<file path="config.mk">
export PLATFORM = sky130hd
export DESIGN_NAME = perf_trigger_ctrl
export DESIGN_NICKNAME = d
export VERILOG_FILES = /design/src/rtl/perf_pkg.sv /design/src/rtl/perf_watchdog.sv /design/src/rtl/perf_trigger_ctrl.sv
export SDC_FILE = /design/constraint.sdc
export NUM_CORES = 1
export LEC_CHECK = 0
export CAP_MARGIN = 10
export CORE_ASPECT_RATIO = 0.6
export CORE_MARGIN = 8
export CORE_UTILIZATION = 32
export DETAILED_ROUTE_END_ITERATION = 10
export PLACE_DENSITY = 0.9
export REMOVE_ABC_BUFFERS = 1
export SKIP_LAST_GASP = 1
export SLEW_MARGIN = 40
export SYNTH_ARGS = -nofsm -noshare
export SYNTH_HDL_FRONTEND = slang
export SYNTH_SLANG_ARGS = --single-unit
export TNS_END_PERCENT = 100
</file>
<file path="constraint.sdc">
create_clock -name clk -period 4.3 [get_ports clk]
set_input_delay 1.075 -clock clk [delete_from_list [all_inputs] [get_ports clk]]
set_output_delay 1.075 -clock clk [all_outputs]
set_load 0.1 [all_outputs]
</file>
<file path="src/rtl/perf_pkg.sv">
// Shared encodings for the performance-measurement trigger path.
package perf_pkg;

    typedef logic [1:0] perf_state_t;

    localparam perf_state_t ST_IDLE     = 2'd0;
    localparam perf_state_t ST_COUNTING = 2'd1;
    localparam perf_state_t ST_STOPPED  = 2'd2;

    localparam logic [31:0] CMD_ABORT = 32'd0;
    localparam logic [31:0] CMD_START = 32'd1;
    localparam logic [31:0] CMD_STOP  = 32'd2;
    localparam logic [31:0] CMD_CLEAR = 32'd3;

    localparam logic [31:0] DEF_TRIGGER_ADDR = 32'h0000_0FF0;
    localparam logic [31:0] DEF_STATUS_ADDR  = 32'h0000_0FF4;

endpackage

</file>
<file path="src/rtl/perf_watchdog.sv">
// Counts cycles spent in a measurement window and flags the last allowed one.
module perf_watchdog #(
    parameter logic [31:0] LIMIT = 32'd0
) (
    input  logic clk,
    input  logic reset,
    input  logic enable,
    input  logic restart,
    output logic expire
);

    localparam logic [31:0] LAST = LIMIT - 32'd1;

    logic [31:0] cnt_q;
    logic [31:0] cnt_d;

    always_comb begin
        cnt_d = cnt_q;
        if (restart) begin
            cnt_d = '0;
        end else if (enable) begin
            cnt_d = cnt_q + 32'd1;
        end
    end

    always_ff @(posedge clk or posedge reset) begin
        if (reset) begin
            cnt_q <= '0;
        end else begin
            cnt_q <= cnt_d;
        end
    end

    // Combinational so the controller leaves COUNTING on the very edge that ends cycle LIMIT.
    assign expire = enable && (LIMIT != 32'd0) && (cnt_q == LAST);

endmodule

</file>
<file path="src/rtl/perf_trigger_ctrl.sv">
// Store-decoded start/stop/abort controller driving the cycle counter trigger word.
module perf_trigger_ctrl
    import perf_pkg::*;
#(
    parameter logic [31:0] TRIGGER_ADDR   = DEF_TRIGGER_ADDR,
    parameter logic [31:0] STATUS_ADDR    = DEF_STATUS_ADDR,
    parameter logic [31:0] WATCHDOG_LIMIT = 32'd0
) (
    input  logic        clk,
    input  logic        reset,
    input  logic        mem_write,
    input  logic        mem_read,
    input  logic [31:0] address,
    input  logic [31:0] writedata,
    output logic [31:0] readdata,
    output logic [31:0] trigger,
    output logic [15:0] window_count,
    output logic        timeout
);

    perf_state_t state_q, state_d;
    logic [15:0] window_count_q, window_count_d;
    logic        timeout_q, timeout_d;
    logic        cmd_hit;
    logic        wd_expire;
    logic        wd_restart;
    logic        window_end;

    assign cmd_hit = mem_write && (address == TRIGGER_ADDR);

    always_comb begin
        state_d        = state_q;
        timeout_d      = timeout_q;
        window_count_d = window_count_q;
        window_end     = 1'b0;
        // ABORT outranks both a coincident watchdog expiry and everything else.
        if (cmd_hit && writedata == CMD_ABORT) begin
            state_d   = ST_IDLE;
            timeout_d = 1'b0;
        end else begin
            if (cmd_hit && writedata == CMD_CLEAR) begin
                window_count_d = '0;
            end
            if (cmd_hit && writedata == CMD_START && state_q != ST_COUNTING) begin
                state_d = ST_COUNTING;
            end
            if (state_q == ST_COUNTING &&
                ((cmd_hit && writedata == CMD_STOP) || wd_expire)) begin
                state_d    = ST_STOPPED;
                window_end = 1'b1;
                if (wd_expire) begin
                    timeout_d = 1'b1;
                end
            end
            if (window_end && window_count_d != 16'hFFFF) begin
                window_count_d = window_count_d + 16'd1;
            end
        end
    end

    assign wd_restart = (state_d == ST_COUNTING) && (state_q != ST_COUNTING);

    perf_watchdog #(
        .LIMIT(WATCHDOG_LIMIT)
    ) u_watchdog (
        .clk    (clk),
        .reset  (reset),
        .enable (state_q == ST_COUNTING),
        .restart(wd_restart),
        .expire (wd_expire)
    );

    always_ff @(posedge clk or posedge reset) begin
        if (reset) begin
            state_q        <= ST_IDLE;
            window_count_q <= '0;
            timeout_q      <= 1'b0;
        end else begin
            state_q        <= state_d;
            window_count_q <= window_count_d;
            timeout_q      <= timeout_d;
        end
    end

    assign trigger      = {30'd0, state_q};
    assign window_count = window_count_q;
    assign timeout      = timeout_q;

    // Status reflects pre-edge state even when a command store lands in the same cycle.
    assign readdata = (mem_read && address == STATUS_ADDR) ?
                      {window_count_q, 13'd0, timeout_q, state_q} : 32'd0;

endmodule

</file>
# Word level (Yosys, flattened, before mapping)
# Cells that the tools add are included.
# totals
ff_bits	18
in_bits	68
word_cells	31
# classes
addsub	1
n_eq_ne	8
mux	9
reduce_logical	11
# op_table
cell	count
32-bit by 12-bit == test with 1-bit output (second input constant)	2
32-bit by 2-bit == test with 1-bit output (second input constant)	2
16-bit two-way mux	3
32-bit by 1-bit == test with 1-bit output (second input constant)	1
32-bit logical NOT	1
32-bit two-way mux	1
16-bit by 1-bit adder with 16-bit output (second input constant)	1
16-bit inequality test (second input constant)	1
1-bit logical AND	9
2-bit two-way mux	3
3-bit nonzero test	1
2-bit by 1-bit == test with 1-bit output (second input constant)	1
1-bit two-way mux	2
2-bit by 1-bit inequality test with 1-bit output (second input constant)	1

# Logic depth before layout (Yosys ltp)
# logic_depth
word_depth	8
mapped_depth	15
ltp_nobuf	11

# Modules after synthesis
# From an unflattened synthesis, not the netlist that was laid out.
# unflattened
hier_cells	223
hier_area_um2	1799.2
# by_module_without_submodules
mod	n_inst	cells_per_inst	area_per_inst_um2	seq_area_each_um2
perf_trigger_ctrl	1	221	1788.0	475.5
perf_watchdog	1	2	11.3	0.0

# Least setup slack after synthesis
# OpenSTA, ideal clock, no wires.
# synth_path
path_kind	input port to output port
from	input port address[13]
to	output port readdata[16]
arrival_time_ns	3.335
required_time_ns	3.225
slack_ns	-0.110
path_stages	6
path_buffers	2
cell_sequence	or4_4 nor4_4 and4_1 clkbuf_1 clkbuf_1 and2_1
# synth_via
elab_chain_len	3
# synth_lines
element	line	rtl
from (decl)	perf_trigger_ctrl.sv:13	input logic [31:0] address,
32-bit by 12-bit == test with 1-bit output	perf_trigger_ctrl.sv:90	assign readdata = (mem_read && address == STATUS_ADDR) ?
1-bit logical AND	perf_trigger_ctrl.sv:90	
32-bit two-way mux	perf_trigger_ctrl.sv:90	
to (decl)	perf_trigger_ctrl.sv:15	output logic [31:0] readdata,
# Every way passes these cells.

# Final worst setup path
# layout_path
from	input port address[16]
to	output port readdata[26]
# The elaborated chain is that of the path after synthesis.

==> flow_metrics.py <==
metrics = {
    "synthesis": {
        "synth_area_leaders": "dfrtp_1 26%, buf_4 19%, and2_1 7.2%",
        "synthXorXnorAreaFrac_pct": 1.01,
        "synth-compound-area-share_pct": 13.1,
        "seq_area_frac_synth_pct": 25.9,
        "syn_area_per_cell_um2": 8.32,
        "synth_mux_area_share_pct": 0,
        "synth_top_area_cell": "dfrtp_1",
        "ys_seq_elements": 18,
        "synth_cells": 209,
        "synth_top_area_share_pct": 25.9,
        "synthAdderAreaFrac_pct": 0.720,
        "ys_warn_count": 0,
        "synthesis.area_um2": 1740,
        "synth_top_family_by_area": "simple AND/OR/NAND/NOR gates",
        "netlist-cell-type-count": 37,
        "synthSimpleGateAreaFrac_pct": 36.3,
    },
    "power_and_ir_drop": {
        "powerDensity_nw_per_um2": 178,
        "leakagePower_nw": 1.30,
        "max-vdd-ir-drop_uv": 98.5,
    },
    "placement": {
        "placed_area_um2": 2830,
        "io_buffers": 103,
        "dp.cells": 380,
        "dpl.hpwl_um": 5570,
        "gp_congestion": 0.816,
        "pre_cts_ws_ps": -105,
    },
    "floorplanning": {
        "die_area_um2": 8120,
        "design.core.area_um2": 5150,
        "die_w_um": 111,
        "initial_core_util_pct": 33.7,
        "ios": 149,
        "die_h_um": 73.1,
        "core.rowCount": 20,
    },
    "clock_network": {
        "insertion_delay_ps": 250,
        "clockBufferDepth": 2,
        "holdBufCountCts": 0,
        "clk_pin_slew_ps": 60,
        "htree_levels": 1,
        "cts_buffers": 3,
        "cts_tree": "yes",
        "cts_root_buf": "clkbuf_8",
        "cts_sinks": 18,
    },
    "routing": {
        "routed_wl_um": 6680,
        "wire_per_inst_um": 17.3,
        "drt_iter0_drc": 133,
        "dr.pass1.iters": 4,
        "vias_per_cell": 4.92,
        "drtAntennaViolNets": 0,
        "drc": 0,
        "vias": 1895,
    },
    "global_route": {
        "antenna_found_initial": 0,
        "grt_max_degree": 24,
        "grt_first_pass_wirelength_um": 10100,
        "grt_use_total_pct": 15.2,
        "grt_pass1_vias": 1854,
        "overflow": 0,
    },
    "final_layout": {
        "finalNonFillerCells": 385,
        "regArea_um2": 450,
        "drive_above_1_share_pct": 23.8,
        "fill_cells": 459,
        "fin_util_pct": 57.4,
        "num_antenna_cells": 0,
        "nNetsFinal": 390,
        "multi_input_area_um2": 1110,
        "final_cell_area_um2": 2960,
        "syn_to_final_growth_pct": 70.3,
    },
    "timing": {
        "setup_tns_ps": 0,
        "slew_headroom_pct": 52.3,
        "rsz0062_at_grt": "no",
        "hold_viol": 0,
        "worst_slew_pin_slew_ps": 715,
        "finClkSkew_ps": 3.04,
        "final.period_utilization_pct": 99.1,
        "period_needed_ps": 4260,
        "setup_viol": 0,
        "slew_viol_final": 0,
        "worst_slack_ps": 37.5,
        "fmax_mhz": 235,
    },
    "setup_path": {
        "crit_path_end": "readdata[26]",
        "r2r_slack_ps": 2060,
        "startpoint": "address[16]",
        "path_class": "in -> out",
        "r2r_start": "window_count[0]",
        "worst_ep_required_time_ps": 3220,
        "start_kind": "primary input",
        "r2r_end": "window_count[3]",
        "cp-end-kind": "output port",
        "arrival_ps": 3190,
        "path_max_fanout": 5,
        "r2r_cells": 9,
    },
    "worst_hold_path": {
        "hold_path_class": "reg -> reg",
    },
    "status": {
        "status": "finished, final reports clean",
    },
    "job": {
        "cap_violations": 0,
    },
}
[cell usage in the layout, fill, tap and decap left out, types with 2 or more instances in the layout]
cell type,count
a21oi_1,15
and2_1,2
and2_4,18
and3_1,4
and4_1,4
buf_12,19
buf_2,18
buf_4,10
clkbuf_8,3
clkdlybuf4s50_1,64
conb_1,45
dfrtp_1,18
dlymetal6s2s_1,3
inv_1,4
nand2_1,4
nand2b_1,2
nand3_1,8
nand4_1,7
nor2_1,7
nor3_1,4
nor4_1,9
o21ai_0,2
o21ai_1,2
o31ai_1,12
or4_1,14
or4_4,2
xnor2_1,2
[worst min path at each step]
| stage | startpoint | endpoint | slack (ps) | depth (start not counted) |
|---|---|---|---|---|
| final | state_q[1] | state_q[1] | 580 | 2 |
| after global routing | state_q[1] | state_q[1] | 630 | 2 |
| after CTS | state_q[1] | state_q[1] | 580 | 2 |
| after detailed placement | state_q[1] | state_q[1] | 570 | 2 |
| after global placement | state_q[1] | state_q[1] | 570 | 2 |
| after floorplan | state_q[1] | state_q[1] | 990 | 2 |
[cells by family after synthesis]
family,after synthesis
AO/OA/AOI/OAI,36
AND/OR/NAND/NOR,94
buffers and inverters,57
XOR/XNOR,2
flip-flops,18
other,1
adder cells (fa/ha/maj),1
[cell type report]
class | instances | area share (%)
clock buffer | 3 | 1.40
tap | 66 | 2.79
timing repair buffer | 116 | 42.6
sequential | 18 | 15.2
multi-input combinational | 178 | 37.5
inverter | 4 | 0.507
[stage by stage]
| step | hold slack (ps) | power [W] |
|---|---|---|
| CTS | 580 | 0.000529 |
| detailed placement | 568 | 0.000415 |
| global route | 628 | 0.000544 |
| global placement | 568 | 0.000413 |
| floorplan | 991 | 0.000350 |
| finish | 584 | 0.000528 |
[cell usage after synthesis]
master,count
a21oi_1,15
or4_4,2
nor4_1,9
a2bb2oi_1,1
nor4_4,1
buf_2,4
xnor2_1,2
nand2b_1,2
buf_4,45
nor4b_1,1
buf_6,1
or2_0,1
nand4bb_1,1
and2_1,20
o21ai_0,2
inv_1,4
nor2_1,7
and3_1,4
or4_1,14
and4_1,5
clkbuf_1,3
o41ai_1,1
nand2_1,4
a21o_1,1
or4b_1,1
nor2b_1,1
o21ai_1,2
nand3_1,8
nor3_1,4
nor4bb_1,1
ha_1,1
a32o_1,1
nand4_1,7
nand4_4,1
dfrtp_1,18
o31ai_1,13
conb_1,1
[state kept, by name (all words and copies together), names as in the netlist]
register,cells
window_count,16
state_q,2
[per-layer routing]
layer	vias up	global-route usage, %	routed length (um)	share of wire [%]
li1	921	-	-	-
met1	889	17.3	2640	40
met3	4	4.52	460	6.9
met5	-	0	0	0
met2	81	28.4	3530	53
met4	0	1.62	46	0.69
[critical path, stage by stage]
cell and delay [ps]:
clkdlybuf4s50_1 410, or4_4 510, nor4_4 380, and4_4 340, clkbuf_16 160, and2_4 150
buf_12 160
[report_power, final]
part	switching, W	total (W)	leakage [nW]	internal, W
clock	0.0000520	0.000114	0.0216	0.0000621
sequential	0.000000000000000000000371	0.000169	0.246	0.000169
combinational	0.000189	0.000245	1.03	0.0000557
total	0.000241	0.000528	1.30	0.000287
[timing repair]
| action | 4_1_cts | 5_1_grt |
|---|---|---|
| hold endpoints to repair | 0 | 0 |
| resized for setup | 1 | 21 |
| pin swaps | 0 | 4 |
| buffers inserted | 0 | 0 |
| endpoints found under the setup margin | 18 | 21 |
| gates cloned | 0 | 2 |
Power figures use the tool's default switching activity.
